===== src/rtl/sersub.sv =====
// sersub: bit-serial subtractor, out = a - b as a WIDTH+1-bit result, one bit per clock LSB first.
// Latency: done is high in the cycle after edge k+WIDTH when start is accepted on edge k.
// Backpressure: start is taken only while ready (IDLE/DONE); start during RUN is ignored.
// Optional build macro SERSUB_SATURATE_EN: clamp a negative result (final borrow set) to zero.
module sersub #(
    parameter int WIDTH = 4
) (
    input  logic             clk,
    input  logic             rst,
    input  logic             start,
    input  logic [WIDTH-1:0] a,
    input  logic [WIDTH-1:0] b,
    output logic             ready,
    output logic             busy,
    output logic             done,
    output logic [WIDTH:0]   out
);

    localparam int CW = (WIDTH > 1) ? $clog2(WIDTH) : 1;
    localparam logic [CW-1:0] LAST = CW'(WIDTH - 1);

    localparam logic [1:0] S_IDLE = 2'd0;
    localparam logic [1:0] S_RUN  = 2'd1;
    localparam logic [1:0] S_DONE = 2'd2;

    logic [1:0]       state;
    logic [WIDTH-1:0] sa;
    logic [WIDTH-1:0] sb;
    logic             borrow;
    logic [CW-1:0]    cnt;
    // Holds the WIDTH-1 difference bits produced before the last one; the
    // last bit goes straight into out on the result-writing edge.
    logic [WIDTH-2:0] res;

    logic d;
    logic nb;

    // Full-subtractor cell on the current LSBs of the operand shift registers.
    assign d  = sa[0] ^ sb[0] ^ borrow;
    assign nb = (~sa[0] & sb[0]) | (~(sa[0] ^ sb[0]) & borrow);

    assign ready = (state == S_IDLE) || (state == S_DONE);
    assign busy  = (state == S_RUN);
    assign done  = (state == S_DONE);

    // Handshake FSM plus serial datapath; out is only written at the end of RUN.
    always_ff @(posedge clk) begin
        if (rst) begin
            state  <= S_IDLE;
            sa     <= '0;
            sb     <= '0;
            borrow <= 1'b0;
            cnt    <= '0;
            res    <= '0;
            out    <= '0;
        end else begin
            case (state)
                S_IDLE, S_DONE: begin
                    if (start) begin
                        sa     <= a;
                        sb     <= b;
                        borrow <= 1'b0;
                        cnt    <= '0;
                        res    <= '0;
                        state  <= S_RUN;
                    end else begin
                        state  <= S_IDLE;
                    end
                end
                S_RUN: begin
                    // Right shift keeps the earliest (LSB) difference bit lowest.
                    res    <= (WIDTH-1)'({d, res} >> 1);
                    sa     <= sa >> 1;
                    sb     <= sb >> 1;
                    borrow <= nb;
                    cnt    <= cnt + 1'b1;
                    if (cnt == LAST) begin
`ifdef SERSUB_SATURATE_EN
                        if (nb) begin
                            out <= '0;
                        end else begin
                            out <= {nb, d, res};
                        end
`else
                        out   <= {nb, d, res};
`endif
                        state <= S_DONE;
                    end
                end
                default: begin
                    state <= S_IDLE;
                end
            endcase
        end
    end

endmodule


===== config.mk =====
export PLATFORM = sky130hd
export DESIGN_NAME = sersub
export DESIGN_NICKNAME = d
export VERILOG_FILES = /design/src/rtl/sersub.sv
export SDC_FILE = /design/constraint.sdc
export NUM_CORES = 1
export LEC_CHECK = 0
export CORE_UTILIZATION = 43
export CTS_CLUSTER_SIZE = 25
export DETAILED_ROUTE_END_ITERATION = 12
export HOLD_SLACK_MARGIN = 0.02
export PLACE_DENSITY = 0.71
export SLEW_MARGIN = 20
export SYNTH_ARGS = -nofsm -noshare
export SYNTH_HDL_FRONTEND = slang
export SYNTH_SLANG_ARGS = --single-unit
export TNS_END_PERCENT = 10

===== constraint.sdc =====
create_clock -name clk -period 1.1 [get_ports clk]
set_input_delay 0.165 -clock clk [delete_from_list [all_inputs] [get_ports clk]]
set_output_delay 0.165 -clock clk [all_outputs]
set_load 0.01 [all_outputs]

==> impl_metrics.ini <==
[outcome]
outcome = finished, violations left
violations = negative setup slack

[final_layout]
final_cell_mix = nand2_1 (22), dfxtp_1 (15), nand3_1 (11)
final_core_utilization_pct = 66.3
regArea_um2 = 430
final_cell_area_um2 = 1210
area_delta_synth_final_pct = 38.3
layout.cells.non_filler = 155
nets = 144
fill_cells = 166
multi_input_area_um2 = 443
post_route_cells_drive_above_1_share_pct = 30.8
final_common_cell = nand2_1
diodes = 0

[floorplan]
placementRows = 15
core_um2 = 1820
ios = 19
die_y_um = 47.1
die_x_um = 47.1
initial_core_util_pct = 48.0
fp.dieArea_um2 = 2220

[routing]
routed-via-count = 787
vias_per_cell = 5.08
dr_wl_met2_um = 822
ant_nets = 0
met1_length_um = 854
drc = 0
wl_per_cell_um = 11.4
routed_wl_um = 1770
dr.first_iter.drc_count = 12
dr.max_layer_used = met4
dr.pass1.iters = 4
dr_wl_met3_um = 49

[placement]
numPortBuffers = 18
gp_congestion = 0.721
dp.cells = 150
post_dp_cell_area_um2 = 1130
dp_hpwl_um = 1230

[clock_tree]
clk_path_buf_depth = 2
htree_levels = 1
numCtsBuffers = 3
path_clk_slew_ps = 110
cts.sinks = 21
tritoncts = built
root_buffer = clkbuf_4
clock_latency_ps = 310

[grt]
track_usage_pct = 18.3
grt-ovfl-total = 0
grt_pass1_vias = 694
grt_pass1_wl_um = 2770
grt_antenna_before_repair = 0
grt_max_degree = 22

[worst_setup_path]
crit_slowest_cell = fa_2
critical-path-top-delay-family = adder cells
worstSetupPathType = flip-flop to flip-flop
worstPathCellList = fa_2 -> nand3_1 -> a21oi_1
max_stage_delay_ps = 570
startpoint_type = flip-flop
cp_max_fo = 2
cp_data_arrival_time_ps = 1420
worstPathRequired_ps = 1350
endpoint_kind = flip-flop
critical_path_buf_inv_count = 0

[synthesis]
ys.warnings.count = 0
syn_area_per_cell_um2 = 8.32
synth.distinct_cells = 19
syn_inst = 105
synth_area_um2 = 873
ys_seq_elements = 21
synthesis.nets = 118
synth_seq_area_share_pct = 48.1

[timing]
layout_min_cycle_time_ps = 1170
fin_worst_skew_ps = 1.50
tightest_slew_ps = 201
max_freq_mhz = 852
fin_crit_sh_pct = 107
finalHoldViolCount = 0
finalSetupViolations = 5
worst_slack_ps = -73.1
max_slew_margin_pct = 86.6
rsz0062_at_grt = true
maxSlewViolCount = 0

[job]
max_cap_viol_count = 0

[pwr]
max-vdd-ir-drop_uv = 1040
switching_share_pct = 26.7
clock_power_share_pct = 25.3
pwr-share-seq_pct = 56.2
p_int_w = 0.00108
power_leakage_nw = 0.461
fin_total_pwr_w = 0.00147
p_comb_share_pct = 18.5
p_switching_w = 0.000392
power.density_nw_per_um2 = 1220

[worst_hold_path]
worstHoldPathType = input pin to flip-flop
path summary, 6_finish.rpt:
path	from	to	slack (ps)	cells past startpoint
hold reg to reg	out[0]$_SDFFE_PP0P_	out[0]$_SDFFE_PP0P_	460	2
setup reg to reg	sa[0]$_SDFFE_PP0P_	out[3]$_SDFFE_PP0P_	-70	3
setup / recovery	sa[0]$_SDFFE_PP0P_	out[3]$_SDFFE_PP0P_	-70	3
hold / removal	a[3]	sa[3]$_SDFFE_PP0P_	400	3
layer usage:
metal	GRT usage, %	vias up
li1	-	407
met1	22.5	361
met2	29.2	14
met3	2.31	5
met4	13.7	0
met5	0	-
worst register-to-register path, cell delays in order, from the launching register on:
cell and delay, ps:
dfxtp_2 350, fa_2 570, nand3_1 70, a21oi_1 120
metrics by stage:
stage	hold WS (ps)	setup TNS [ps]	setup WS, ps
3_5_place_dp	450	-3500	-319
6_report	401	-247	-73.1
5_1_grt	430	-1020	-130
3_3_place_gp	444	-2670	-226
2_1_floorplan	237	0	6.45
4_1_cts	394	-318	-78.8
flip-flops by register name (all words and copies together) (netlist names):
register	flops
res	3
state	2
sb	4
sa	4
borrow	1
out	5
cnt	2
cell type report:
cell class | count | area share, %
well taps | 25 | 2.59
clock buffers | 3 | 1.87
clock inverters | 1 | 0.415
repair buffers | 29 | 21.6
inverters | 4 | 1.24
multi-input cells | 72 | 36.7
flip-flops and latches | 21 | 35.6
power by group through the flow:
stage	Combinational (W)	Sequential [W]	Clock (W)
final	0.000271	0.000826	0.000372
after global routing	0.000302	0.000831	0.000404
after CTS	0.000251	0.000823	0.000386
after detailed placement	0.000239	0.000840	0
after global placement	0.000235	0.000839	0
after floorplan	0.000142	0.000834	0
timing repair:
item,CTS,global route
gates resized for setup,28,21
setup endpoints to repair,22,27
hold buffers,0,0
pin swaps,4,10
buffers inserted,1,0
Yosys cell counts:
cell type | instances | area share (%)
buf_2 | 3 | 1.7
nand2b_1 | 3 | 2.1
nand2_1 | 22 | 9.5
buf_4 | 1 | 0.86
ha_1 | 1 | 1.4
inv_1 | 4 | 1.7
nor2b_1 | 2 | 1.4
dfxtp_1 | 21 | 48
buf_6 | 1 | 1.3
nand2b_2 | 1 | 1.0
nand3_1 | 12 | 6.9
nor2_1 | 8 | 3.4
fa_1 | 1 | 2.3
a311oi_1 | 6 | 6.0
nand3b_1 | 1 | 0.86
a311oi_2 | 1 | 1.7
clkbuf_1 | 3 | 1.3
o21a_1 | 1 | 0.86
a21oi_1 | 13 | 7.4
kinds of logic after synthesis:
group	Yosys count	synth area share, %
adder cells (fa/ha/maj)	2	3.72
AND/OR/NAND/NOR	49	25.2
flip-flops	21	48.1
buffers and inverters	12	6.88
AO/OA/AOI/OAI	21	16.0
Power figures use the tool's default switching activity.
